File: config.mk
export PLATFORM = sky130hd
export DESIGN_NAME = spi_master_tx_flat
export DESIGN_NICKNAME = d
export VERILOG_FILES = /design/src/rtl/spi_master_tx_if.sv /design/src/rtl/spi_master_tx.sv /design/src/flat_wrapper.sv
export SDC_FILE = /design/constraint.sdc
export NUM_CORES = 1
export LEC_CHECK = 0
export CAP_MARGIN = 30
export CELL_PAD_IN_SITES_DETAIL_PLACEMENT = 1
export CELL_PAD_IN_SITES_GLOBAL_PLACEMENT = 2
export CORE_MARGIN = 4
export CORE_UTILIZATION = 32
export DETAILED_ROUTE_END_ITERATION = 10
export PLACE_DENSITY = 0.8
export SYNTH_ARGS = -nofsm -noshare
export SYNTH_HDL_FRONTEND = slang
export SYNTH_SLANG_ARGS = --single-unit
File: constraint.sdc
create_clock -name clk -period 2.2 [get_ports clk]
set_input_delay 0.55 -clock clk [delete_from_list [all_inputs] [get_ports clk]]
set_output_delay 0.55 -clock clk [all_outputs]
set_load 0.01 [all_outputs]
File: src/rtl/spi_master_tx_if.sv
// Parallel and serial signal bundle for the SPI transmit master.
//   master modport : the spi_master_tx side (drives busy/done/rx_data and the serial pins)
//   slave modport  : the controller/board side (drives start/tx_data and the miso return)
// Parallel side: start, tx_data, busy, done, rx_data.
// Serial side  : sclk, mosi, sel_n (to the slave), miso (from the slave).
interface spi_master_tx_if #(
  parameter int DATA_WIDTH = 4
);
  logic                  start;
  logic [DATA_WIDTH-1:0] tx_data;
  logic                  busy;
  logic                  done;
  logic [DATA_WIDTH-1:0] rx_data;
  logic                  sclk;
  logic                  mosi;
  logic                  sel_n;
  logic                  miso;

  modport master (
    input  start, tx_data, miso,
    output busy, done, rx_data, sclk, mosi, sel_n
  );

  modport slave (
    output start, tx_data, miso,
    input  busy, done, rx_data, sclk, mosi, sel_n
  );
endinterface

File: src/rtl/spi_master_tx.sv
// SPI master (mode 0) that serialises one parallel word per start pulse,
// MSB first, and captures the slave's return line into rx_data.
//   clk  : system clock, all logic on its rising edge
//   rst  : synchronous, active-high reset
//   bus  : spi_master_tx_if.master
//          start/tx_data in, busy/done/rx_data out (parallel side)
//          sclk/mosi/sel_n out, miso in (serial side)
// Frame shape (CLK_DIV system clocks per sclk half-period):
//   SETUP one half-period with sel_n low and sclk low, SHIFT DATA_WIDTH
//   sclk periods (rise samples miso, fall advances mosi), HOLD one
//   half-period with sclk low, then done pulses as sel_n returns high.
module spi_master_tx #(
  parameter int DATA_WIDTH = 4,
  parameter int CLK_DIV    = 2
) (
  input logic              clk,
  input logic              rst,
  spi_master_tx_if.master  bus
);

  localparam int BIT_W = $clog2(DATA_WIDTH);
  localparam int DIV_W = (CLK_DIV > 1) ? $clog2(CLK_DIV) : 1;
  localparam logic [BIT_W-1:0] LAST_BIT = BIT_W'(DATA_WIDTH - 1);
  localparam logic [DIV_W-1:0] DIV_LAST = DIV_W'(CLK_DIV - 1);

  typedef enum logic [1:0] {
    IDLE,
    SETUP,
    SHIFT,
    HOLD
  } state_t;

  state_t                state;
  logic [DIV_W-1:0]      div_cnt;
  logic [BIT_W-1:0]      bit_cnt;
  logic [DATA_WIDTH-1:0] tx_shift;
  logic [DATA_WIDTH-1:0] rx_shift;
  logic                  tick;

  logic                  busy_r;
  logic                  done_r;
  logic [DATA_WIDTH-1:0] rx_data_r;
  logic                  sclk_r;
  logic                  mosi_r;
  logic                  sel_n_r;

  // One half-period of sclk has elapsed. With CLK_DIV=1 this is every cycle.
  assign tick = (div_cnt == DIV_LAST);

  // NOTE: every register here, including the shift registers, is assigned
  // with <= so all updates in a cycle see the values from before the edge.
  always_ff @(posedge clk) begin
    if (rst) begin
      state     <= IDLE;
      div_cnt   <= '0;
      bit_cnt   <= '0;
      tx_shift  <= '0;
      rx_shift  <= '0;
      busy_r    <= 1'b0;
      done_r    <= 1'b0;
      rx_data_r <= '0;
      sclk_r    <= 1'b0;
      mosi_r    <= 1'b0;
      sel_n_r   <= 1'b1;
    end else begin
      // done is a single-cycle pulse; only the HOLD exit raises it again.
      done_r <= 1'b0;

      // The divider only runs while a frame is in progress and wraps on tick.
      if (state == IDLE || tick) begin
        div_cnt <= '0;
      end else begin
        div_cnt <= div_cnt + 1'b1;
      end

      case (state)
        IDLE: begin
          if (bus.start) begin
            tx_shift <= bus.tx_data;
            bit_cnt  <= '0;
            mosi_r   <= bus.tx_data[DATA_WIDTH-1];
            sel_n_r  <= 1'b0;
            busy_r   <= 1'b1;
            state    <= SETUP;
          end
        end

        SETUP: begin
          if (tick) begin
            state <= SHIFT;
          end
        end

        SHIFT: begin
          if (tick) begin
            if (!sclk_r) begin
              // Rising tick: the slave changed miso on the previous fall,
              // so it is stable here.
              sclk_r   <= 1'b1;
              rx_shift <= {rx_shift[DATA_WIDTH-2:0], bus.miso};
            end else begin
              sclk_r <= 1'b0;
              if (bit_cnt != LAST_BIT) begin
                tx_shift <= {tx_shift[DATA_WIDTH-2:0], 1'b0};
                mosi_r   <= tx_shift[DATA_WIDTH-2];
                bit_cnt  <= bit_cnt + 1'b1;
              end else begin
                // Last bit already sent; mosi keeps its value into HOLD.
                state <= HOLD;
              end
            end
          end
        end

        HOLD: begin
          if (tick) begin
            state     <= IDLE;
            sel_n_r   <= 1'b1;
            busy_r    <= 1'b0;
            done_r    <= 1'b1;
            rx_data_r <= rx_shift;
          end
        end

        default: state <= IDLE;
      endcase
    end
  end

  assign bus.busy    = busy_r;
  assign bus.done    = done_r;
  assign bus.rx_data = rx_data_r;
  assign bus.sclk    = sclk_r;
  assign bus.mosi    = mosi_r;
  assign bus.sel_n   = sel_n_r;

endmodule

File: src/flat_wrapper.sv
// flat-port wrapper written by rule: the top's interface ports become plain ports
module spi_master_tx_flat 
#(
  parameter int DATA_WIDTH = 4,
  parameter int CLK_DIV    = 2
)
  (clk, rst, bus_start, bus_tx_data, bus_miso, bus_busy, bus_done, bus_rx_data, bus_sclk, bus_mosi, bus_sel_n);
  spi_master_tx_if #(.DATA_WIDTH(DATA_WIDTH)) bus_i ();
  input logic clk;
  input logic rst;
  input wire logic [$bits(bus_i.start)-1:0] bus_start;
  input wire logic [$bits(bus_i.tx_data)-1:0] bus_tx_data;
  input wire logic [$bits(bus_i.miso)-1:0] bus_miso;
  output wire logic [$bits(bus_i.busy)-1:0] bus_busy;
  output wire logic [$bits(bus_i.done)-1:0] bus_done;
  output wire logic [$bits(bus_i.rx_data)-1:0] bus_rx_data;
  output wire logic [$bits(bus_i.sclk)-1:0] bus_sclk;
  output wire logic [$bits(bus_i.mosi)-1:0] bus_mosi;
  output wire logic [$bits(bus_i.sel_n)-1:0] bus_sel_n;
  assign bus_i.start = bus_start;
  assign bus_i.tx_data = bus_tx_data;
  assign bus_i.miso = bus_miso;
  assign bus_busy = bus_i.busy;
  assign bus_done = bus_i.done;
  assign bus_rx_data = bus_i.rx_data;
  assign bus_sclk = bus_i.sclk;
  assign bus_mosi = bus_i.mosi;
  assign bus_sel_n = bus_i.sel_n;
  spi_master_tx #(.DATA_WIDTH(DATA_WIDTH), .CLK_DIV(CLK_DIV)) u_core (.clk(clk), .rst(rst), .bus(bus_i));
endmodule
==> impl_metrics.env, run 1 <==
export IMPL_p_leak_nw=0.535
export IMPL_cts_hold_buf=0
export IMPL_via_count=800
export IMPL_finalMaxSlewViolations=0
export IMPL_hp_class="reg -> reg"
export IMPL_maxSlewHeadroom=0.757
export IMPL_port_buffers=16
export IMPL_dieArea_mm2=0.00427
export IMPL_p_seq_frac=0.349
export IMPL_clkTransAtPathRegs_ps=130
export IMPL_synth_top_family_by_area="simple AND/OR/NAND/NOR gates"
export IMPL_crit_path_end_kind="register"
export IMPL_switching_share=0.355
export IMPL_finalSetupTns_ps=0
export IMPL_startpoint_type="register"
export IMPL_io_pins=17
export IMPL_path_class="reg -> reg"
export IMPL_rsz0062_at_grt="false"
export IMPL_p_comb_frac=0.514
export IMPL_cts_tree="yes"
export IMPL_hold_viol_final=0
export IMPL_synth_most_common_cell="dfxtp_1"
export IMPL_synth_edf_count=0
export IMPL_clock_sinks=21
export IMPL_grt_max_degree=18
export IMPL_grt_overflow_total=0
export IMPL_synth_top_area_cell="dfxtp_1"
export IMPL_ctsLongestPathBuffers=2
export IMPL_status="finished, final reports clean"
export IMPL_synth_nets=123
export IMPL_async_flop_share=0
export IMPL_rows=20
export IMPL_h_tree_depth=1
export IMPL_synthSimpleGateAreaFrac=0.235
export IMPL_yosys_top_cells_count="dfxtp_1 (21), mux2i_1 (11), nor2_1 (10)"
export IMPL_tightest_slew_ps=363
export IMPL_place_congestion=0.734
export IMPL_skew_ps=14.8
export IMPL_yosysUniqueCellTypes=31
export IMPL_clock_fmax_ghz=0.517
export IMPL_synth_top_flop_cell="dfxtp_1"
export IMPL_routed_wirelength_um=2160
export IMPL_hold_worst_slack_ps=461
export IMPL_internal_power_mw=0.942
export IMPL_synth_top_area_share=0.400
export IMPL_final_area_mm2=0.00131
export IMPL_first_iter_violations=23
export IMPL_wire_per_inst_um=12.6
export IMPL_critPathRequiredTime_ps=2430
export IMPL_core_area_mm2=0.00310
export IMPL_cap_violations=0
export IMPL_cts_resized=0
export IMPL_fillCellCount=365
export IMPL_synthCells=108
export IMPL_min_period_ps=1930
export IMPL_syn_cell_area_mm2=0.00105
export IMPL_post_route_util=0.421
export IMPL_power_density_mw_per_mm2=1120
export IMPL_antenna_found_initial=0
export IMPL_critPathMaxFanout=5
export IMPL_diodes=0
export IMPL_grt_util_all_layers=0.112
export IMPL_drc=0
export IMPL_die_w_um=65.3
export IMPL_arrival_ps=2170
export IMPL_cts_root_buffer_cell="clkbuf_4"
export IMPL_synth_seq_cells=21
export IMPL_grt_pass1_wl_um=3710
export IMPL_clk_latency_ps=330
export IMPL_drtAntennaViolNets=0
export IMPL_firstDrtPassIters=4
export IMPL_initial_utilization=0.339
export IMPL_p_total_mw=1.46
export IMPL_via_per_inst=4.65
export IMPL_placed_area_mm2=0.00128
export IMPL_grt_pass1_vias=833
export IMPL_p_sw_mw=0.518
export IMPL_dp_hpwl_um=1600
export IMPL_cts_setup_buffers=0
export IMPL_synth_fa_ha_area_frac=0.0833
export IMPL_yosys_warnings=0
export IMPL_pwr_share_clk=0.137
export IMPL_ys_seq_area_frac=0.400
export IMPL_die_h_um=65.3
export IMPL_fin_crit_sh=0.879
export IMPL_netlist_top_cells_area="dfxtp_1 (40%), mux2i_1 (10%), ha_1 (8.3%)"
export IMPL_area_delta_synth_final_pct=24.4
export IMPL_avgSynthCellArea_um2=9.73
export IMPL_synth_xor_area_share=0
export IMPL_setup_viol=0
export IMPL_irDropWorstVdd_mv=0.379
export IMPL_finalNetCount=144
export IMPL_drive_gt1_frac=0.172
export IMPL_synthMuxAreaShare=0.144
export IMPL_synth_compound_area_frac=0.0976
export IMPL_cts_buffers=3
registers in the layout, indices dropped and copies added (netlist names):
register / flops
u_core.tx_shift: 3
u_core.bus.sel_n: 1
u_core.div_cnt: 1
u_core.bit_cnt: 2
u_core.bus.sclk: 1
u_core.bus.rx_data: 4
u_core.bus.done: 1
u_core.rx_shift: 4
u_core.state: 2
u_core.bus.mosi: 1
u_core.bus.busy: 1
critical path, cell delays in order, from the launching register on:
cell and delay, ps:
dfxtp_1 390, inv_1 120, ha_1 260, a21boi_2 200, or4_4 550, mux2_4 310
power groups by stage:
stage	logic (mW)	registers [mW]	clock network, mW
3_5_place_dp	0.760	0.518	0
4_1_cts	0.764	0.510	0.213
2_1_floorplan	0.532	0.514	0
5_1_grt	0.821	0.521	0.224
6_report	0.751	0.509	0.200
3_3_place_gp	0.733	0.514	0
stage by stage:
stage	worst slack, ps	instances
after global placement	80.2	168
after global routing	208	172
final	266	172
after detailed placement	62.8	168
after CTS	263	172
after floorplan	409	108
logic make-up (layout without fill, tap and decap cells):
logic type | count (synthesis) | in the layout
buffers and inverters | 9 | 29
and+or+nand+nor | 42 | 42
muxes | 14 | 14
adders and majority gates | 7 | 7
AOI/OAI and AO/OA | 15 | 15
DFF | 21 | 21
final cells by class:
class	count	area, um^2	share of cell area
repair buffers	22	205	0.157
clock inverters	1	5.00	0.00383
flip-flops and latches	21	420	0.322
inverters	3	11.3	0.00861
clock buffers	3	22.5	0.0172
well taps	44	55.1	0.0421
multi-input cells	78	588	0.450
placed cells by master, fill, tap and decap left out, types with 2 or more instances in the layout:
master,n
nand2_1,8
nand3b_1,2
a21oi_1,8
clkdlybuf4s50_1,16
nor2_1,10
clkbuf_4,3
buf_4,6
inv_1,3
nand3_1,4
ha_1,7
nand2b_1,5
or3b_2,2
dfxtp_1,21
nor2b_1,4
o21ba_2,2
mux2i_1,11
mux2_4,2
metal layers:
| layer | wire [um] | track usage | part of all wire | up-vias |
|---|---|---|---|---|
| li1 | - | - | - | 405 |
| met1 | 1010 | 0.130 | 0.47 | 378 |
| met2 | 1020 | 0.188 | 0.47 | 12 |
| met3 | 67 | 0.0222 | 0.031 | 5 |
| met4 | 60 | 0.0699 | 0.028 | 0 |
| met5 | 0 | 0 | 0 | - |
final timing paths:
| check | start | endpoint | slack [ps] | cells past startpoint |
|---|---|---|---|---|
| worst max-delay path | u_core.state[0] | u_core.tx_shift[2] | 270 | 5 |
| worst min-delay path | u_core.bus.rx_data[2] | u_core.bus.rx_data[2] | 460 | 2 |
| worst max register to register | u_core.state[0] | u_core.tx_shift[2] | 270 | 5 |
| worst min register to register | u_core.bus.rx_data[2] | u_core.bus.rx_data[2] | 460 | 2 |
(Power assumes the default switching activity.)
==> run 2: changes to the inputs <==
--- a/config.mk
+++ b/config.mk
@@ -5,7 +5,7 @@
 export SDC_FILE = /design/constraint.sdc
 export NUM_CORES = 1
 export LEC_CHECK = 0
-export CAP_MARGIN = 30
+export CAP_MARGIN = 5
 export CELL_PAD_IN_SITES_DETAIL_PLACEMENT = 1
 export CELL_PAD_IN_SITES_GLOBAL_PLACEMENT = 2
 export CORE_MARGIN = 4
==> results of run 2 <==
The final DEF is identical to that of run 1; final timing and power are the same.
